`src/rtl/seq_sub_pkg.sv`:
```
// Shared types and constants for the digit-serial subtractor family.
// The state encoding and mode codes are common to the controller and the bench-visible interface.
package seq_sub_pkg;

    localparam int st_width = 2;

    typedef enum logic [st_width-1:0] {
        IDLE = 2'd0,
        SUB  = 2'd1,
        NEG  = 2'd2
    } state_t;

    localparam logic MODE_DIFF = 1'b0;
    localparam logic MODE_ABS  = 1'b1;

    // One spare bit so the counter can represent N itself without wrapping.
    function automatic int cnt_width(input int n);
        return $clog2(n) + 1;
    endfunction

endpackage

```
`src/rtl/seq_sub_datapath.sv`:
```
// Operand/result shift registers plus one DIGIT-wide subtract-with-borrow slice.
// During the negate pass the slice computes 0 - RC, consuming RC from the bottom while refilling it from the top.
module seq_sub_datapath import seq_sub_pkg::*; #(
    parameter int WIDTH = 8,
    parameter int DIGIT = 2
) (
    input  logic             clk,
    input  logic             rst,
    input  logic             load_regs,
    input  logic             sub_regs,
    input  logic             neg_regs,
    input  logic             clr_borrow,
    input  logic [WIDTH-1:0] a,
    input  logic [WIDTH-1:0] b,
    output logic [WIDTH-1:0] rc_next,
    output logic             borrow
);

    logic [WIDTH-1:0] ra;
    logic [WIDTH-1:0] rb;
    logic [WIDTH-1:0] rc;
    logic             borrow_r;
    logic [DIGIT-1:0] a_dig;
    logic [DIGIT-1:0] b_dig;
    logic [DIGIT:0]   diff_full;
    logic [DIGIT-1:0] diff;

    assign a_dig = neg_regs ? '0 : ra[DIGIT-1:0];
    assign b_dig = neg_regs ? rc[DIGIT-1:0] : rb[DIGIT-1:0];

    // The extra top bit of the (DIGIT+1)-bit difference is the borrow-out.
    assign diff_full = {1'b0, a_dig} - {1'b0, b_dig} - {{DIGIT{1'b0}}, borrow_r};
    assign diff      = diff_full[DIGIT-1:0];
    assign borrow    = diff_full[DIGIT];

    assign rc_next = (rc >> DIGIT) | (WIDTH'(diff) << (WIDTH - DIGIT));

    always_ff @(posedge clk) begin
        if (rst) begin
            ra       <= '0;
            rb       <= '0;
            rc       <= '0;
            borrow_r <= 1'b0;
        end else if (load_regs) begin
            ra       <= a;
            rb       <= b;
            rc       <= '0;
            borrow_r <= 1'b0;
        end else if (sub_regs || neg_regs) begin
            ra       <= ra >> DIGIT;
            rb       <= rb >> DIGIT;
            rc       <= rc_next;
            borrow_r <= clr_borrow ? 1'b0 : borrow;
        end
    end

endmodule

```
`src/rtl/seq_sub_n.sv`:
```
// Multi-cycle subtractor with start/rdy handshake: A-B over WIDTH/DIGIT cycles,
// plus an optional second serial pass that negates a negative difference to give |A-B|.
module seq_sub_n import seq_sub_pkg::*; #(
    parameter int WIDTH = 8,
    parameter int DIGIT = 2
) (
    input  logic             clk,
    input  logic             rst,
    input  logic             start,
    input  logic             mode,
    input  logic [WIDTH-1:0] a,
    input  logic [WIDTH-1:0] b,
    output logic [WIDTH-1:0] result,
    output logic             neg,
    output logic             rdy
);

    localparam int N     = WIDTH / DIGIT;
    localparam int CNT_W = cnt_width(N);

    state_t           state;
    logic [CNT_W-1:0] cnt;
    logic             mode_r;
    logic             load_regs;
    logic             sub_regs;
    logic             neg_regs;
    logic             done;
    logic             last;
    logic             go_neg;
    logic             clr_borrow;
    logic             borrow;
    logic [WIDTH-1:0] rc_next;

    assign last       = (cnt == CNT_W'(N - 1));
    assign load_regs  = (state == IDLE) && start;
    assign sub_regs   = (state == SUB);
    assign neg_regs   = (state == NEG);
    assign go_neg     = sub_regs && last && (mode_r == MODE_ABS) && borrow;
    assign done       = (sub_regs || neg_regs) && last && !go_neg;
    assign clr_borrow = (sub_regs || neg_regs) && last;

    always_ff @(posedge clk) begin
        if (rst) begin
            state  <= IDLE;
            cnt    <= '0;
            mode_r <= MODE_DIFF;
            result <= '0;
            neg    <= 1'b0;
            rdy    <= 1'b1;
        end else begin
            case (state)
                IDLE: begin
                    if (start) begin
                        mode_r <= mode;
                        cnt    <= '0;
                        state  <= SUB;
                        rdy    <= 1'b0;
                    end
                end
                SUB: begin
                    cnt <= cnt + 1'b1;
                    if (go_neg) begin
                        cnt   <= '0;
                        state <= NEG;
                    end else if (done) begin
                        result <= rc_next;
                        neg    <= borrow;
                        state  <= IDLE;
                        rdy    <= 1'b1;
                    end
                end
                NEG: begin
                    cnt <= cnt + 1'b1;
                    if (done) begin
                        result <= rc_next;
                        neg    <= 1'b1;
                        state  <= IDLE;
                        rdy    <= 1'b1;
                    end
                end
                default: begin
                    state <= IDLE;
                    rdy   <= 1'b1;
                end
            endcase
        end
    end

    seq_sub_datapath #(
        .WIDTH(WIDTH),
        .DIGIT(DIGIT)
    ) datapath_0 (
        .clk       (clk),
        .rst       (rst),
        .load_regs (load_regs),
        .sub_regs  (sub_regs),
        .neg_regs  (neg_regs),
        .clr_borrow(clr_borrow),
        .a         (a),
        .b         (b),
        .rc_next   (rc_next),
        .borrow    (borrow)
    );

endmodule
```
`config.mk`:
```
export PLATFORM = sky130hd
export DESIGN_NAME = seq_sub_n
export DESIGN_NICKNAME = d
export VERILOG_FILES = /design/src/rtl/seq_sub_pkg.sv /design/src/rtl/seq_sub_datapath.sv /design/src/rtl/seq_sub_n.sv
export SDC_FILE = /design/constraint.sdc
export NUM_CORES = 1
export LEC_CHECK = 0
export BUFFER_PORTS_ARGS = -buffer_cell sky130_fd_sc_hd__buf_2
export CAP_MARGIN = 20
export CELL_PAD_IN_SITES_DETAIL_PLACEMENT = 0
export CELL_PAD_IN_SITES_GLOBAL_PLACEMENT = 1
export CORE_ASPECT_RATIO = 1.4
export CORE_MARGIN = 5
export CORE_UTILIZATION = 38
export DETAILED_ROUTE_END_ITERATION = 8
export PLACE_DENSITY = 0.7
export SKIP_CTS_REPAIR_TIMING = 1
export SLEW_MARGIN = 20
export SYNTH_ARGS = -nofsm -noshare
export SYNTH_HDL_FRONTEND = slang
export SYNTH_SLANG_ARGS = --single-unit
export TNS_END_PERCENT = 10
```
`constraint.sdc`:
```
create_clock -name clk -period 2.6 [get_ports clk]
set_input_delay 0.65 -clock clk [delete_from_list [all_inputs] [get_ports clk]]
set_output_delay 0.65 -clock clk [all_outputs]
set_load 0.03 [all_outputs]
```
==> qor.csv <==
metric;value;unit
status;completed;
final_cell_count_no_fill;294;
wl_met2;1.94;mm
slew_viol_final;0;
hold_viol;0;
drc;0;
finalCriticalPeriod;2.48;ns
clk_latency;0.29;ns
hp-class;reg -> reg;
synth.area.top_cells;dfxtp_1 (44%), mux2i_1 (15%), nor2_1 (6.2%);
place_area;2100;um^2
via_count;1452;
post_drt_wl_per_cell;12.8;um
die_x;69.2;um
end_kind;register;
yosys_warnings;0;
fin_skew;0.00738;ns
cp_num_buf_inv;3;
synth_seq_area_share;44.1;%
met1Wirelength;1.61;mm
finalNetCount;258;
via_per_inst;4.94;
fmax;403;MHz
ioPinCount;30;
antenna-diode-count;0;
detail-route-antenna-nets;0;
setup_viol;0;
relSlewSlack;77.2;%
yosysTopAreaCellShare;44.1;%
path_delay_family;adder cells;
synthFlopType;dfxtp_1;
place_inst;286;
clock-sinks;41;
syn_nets;224;
grt_usage;12.4;%
async_reset_ff_share;0;%
synth_area_per_cell;9.55;um^2
antenna_found_initial;0;
drive_gt1_share;23.9;%
stdcell_area;2240;um^2
fill_cells;499;
arrival;2.66;ns
multi_input_area;976;um^2
grt_max_degree;30;
synth_edf_count;0;
holdPathStages;2;
grt_first_pass_wirelength;6.38;mm
htreeDepth;2;
dieHeight;92.9;um
finalCritPeriodShare;95.4;%
synthCells;195;
clockBufferDepth;2;
crit_required;2.78;ns
rsz0062_at_grt;true;
worst_pin_slew;0.343;ns
max_stage_delay;0.39;ns
root_buffer;clkbuf_8;
cap_violations;0;
r2r_cells;11;
final-seq-area;821;um^2
drt-initial-drc-count;96;
worstSetupPathType;reg -> reg;
top_layer;met4;
wl;3.78;mm
rows;30;
holdPathEnd;cnt[2]$_SDFFE_PP0P_;
ir_drop;0.308;mV
powerDensity;621;nW/um^2
core_area;4800;um^2
utilization;46.5;%
p_leak;0.887;nW
route.met3.wl;164;um
cp-start-kind;register;
r2r-start;state[0]$_SDFFE_PP0P_;
netlist.top_cell.by_area;dfxtp_1;
syn_area;1860;um^2
dr.pass1.iters;4;
power;1.39;mW
crit_fanout;5;
ys_ff_latch;41;
cts-buffers-inserted;5;
cp_cell_sequence;inv_1 -> ha_4 -> mux2_2 -> fa_1 -> inv_1 -> fa_1 -> nand3b_1 -> and3b_2 -> buf_4 -> mux2i_1 -> nor2_1;
dieArea;6420;um^2
grt_overflow;0;
clkSlewWorstSetupHoldPaths;0.08;ns
slowest_stage;fa_1;
numPortBuffers;29;
min_from;cnt[2]$_SDFFE_PP0P_;
cts_tree;done;
hpwl;2.77;mm
areaGrowthSynthToFinish;20.0;%
ys_types;33;
timing.rr.end;result[0]$_SDFFE_PP0P_;
rrSetupSlack;0.12;ns
start_util;38.8;%
grt_pass1_vias;1396;
globalplace.congestion;0.747;
[stage by stage]
step / worst slack, ns / setup TNS (ns) / hold slack [ns]
2_1_floorplan: 0.0601 / 0 / 0.436
3_3_place_gp: 0.156 / 0 / 0.448
3_5_place_dp: 0.0676 / 0 / 0.452
4_1_cts: 0.0421 / 0 / 0.463
5_1_grt: -0.00562 / -0.00562 / 0.472
6_report: 0.120 / 0 / 0.460
[routing by layer]
metal / vias to the layer above / global-route usage (%)
met3: 6 / 4.45
met4: 0 / 3.91
met5: - / 0
met1: 675 / 14.0
met2: 28 / 21.7
li1: 743 / -
[power by group]
part | switching (mW) | total, mW | internal [mW] | leakage [nW]
Combinational | 0.107 | 0.189 | 0.0821 | 0.495
Clock | 0.213 | 0.525 | 0.312 | 0.0574
Sequential | 0.0166 | 0.674 | 0.657 | 0.335
[kinds of logic (layout without fill, tap and decap cells)]
family | after synthesis | count (layout) | share of synthesized area, %
flip-flops | 41 | 41 | 44.1
multiplexers | 28 | 28 | 15.1
AO/OA/AOI/OAI | 32 | 32 | 12.9
AND/OR/NAND/NOR | 68 | 68 | 16.8
buffers and inverters | 17 | 52 | 4.30
adder cells (fa/ha/maj) | 9 | 9 | 6.85
[sequential cells by signal, indices dropped and copies added (netlist names)]
name and count:
datapath_0.ra 8, datapath_0.rb 8, state 2, datapath_0.borrow_r 1
cnt 3, result 8, neg 1, datapath_0.rc 8
rdy 1, mode_r 1
[cells in the mapped netlist (2+ instances only)]
master and number:
fa_1 2, a21oi_1 9, inv_1 6, ha_1 7, nor2_1 31, nand2_1 14
and2_1 2, clkbuf_1 7, mux2i_1 27, buf_4 2, nor2_2 2, nand3b_1 3
a311oi_2 2, a211oi_1 13, dfxtp_1 41, nor2b_1 2, nand3_1 6, nand2b_1 4
[worst max-delay path by stage]
stage / start / endpoint / cells after the start
6_report: state[0]$_SDFFE_PP0P_ / result[0]$_SDFFE_PP0P_ / 11
5_1_grt: state[0]$_SDFFE_PP0P_ / result[2]$_SDFFE_PP0P_ / 11
4_1_cts: state[0]$_SDFFE_PP0P_ / neg$_SDFFE_PP0P_ / 11
3_5_place_dp: state[0]$_SDFFE_PP0P_ / neg$_SDFFE_PP0P_ / 11
3_3_place_gp: state[0]$_SDFFE_PP0P_ / neg$_SDFFE_PP0P_ / 11
2_1_floorplan: state[0]$_SDFFE_PP0P_ / result[0]$_SDFFE_PP0P_ / 11
[tightest hold or removal path, delay by kind of cell, from the launching register on]
| family | cells | cell delay (ns) |
|---|---|---|
| flops | 1 | 0.31 |
| simple gates | 1 | 0.05 |
| compound gates | 1 | 0.05 |
[cell usage in the layout (no fill, tap or decap), drive strengths merged, types with 3 or more instances in the layout]
master	netlist	layout
inv	6	6
a211oi	14	14
dfxtp	41	41
buf	4	38
nand2	14	14
clkbuf	7	6
a21oi	9	9
mux2i	27	27
nand2b	4	4
nand3	6	6
nor2	33	33
nand3b	3	3
ha	7	7
[layout make-up]
type / instances / share of cell area [%]
clock inverter: 2 / 1.68
clock buffer: 6 / 3.69
sequential: 41 / 36.7
tap: 64 / 3.58
timing repair buffer: 38 / 9.68
multi-input combinational: 137 / 43.6
inverter: 6 / 1.01
Power figures use the tool's default switching activity.
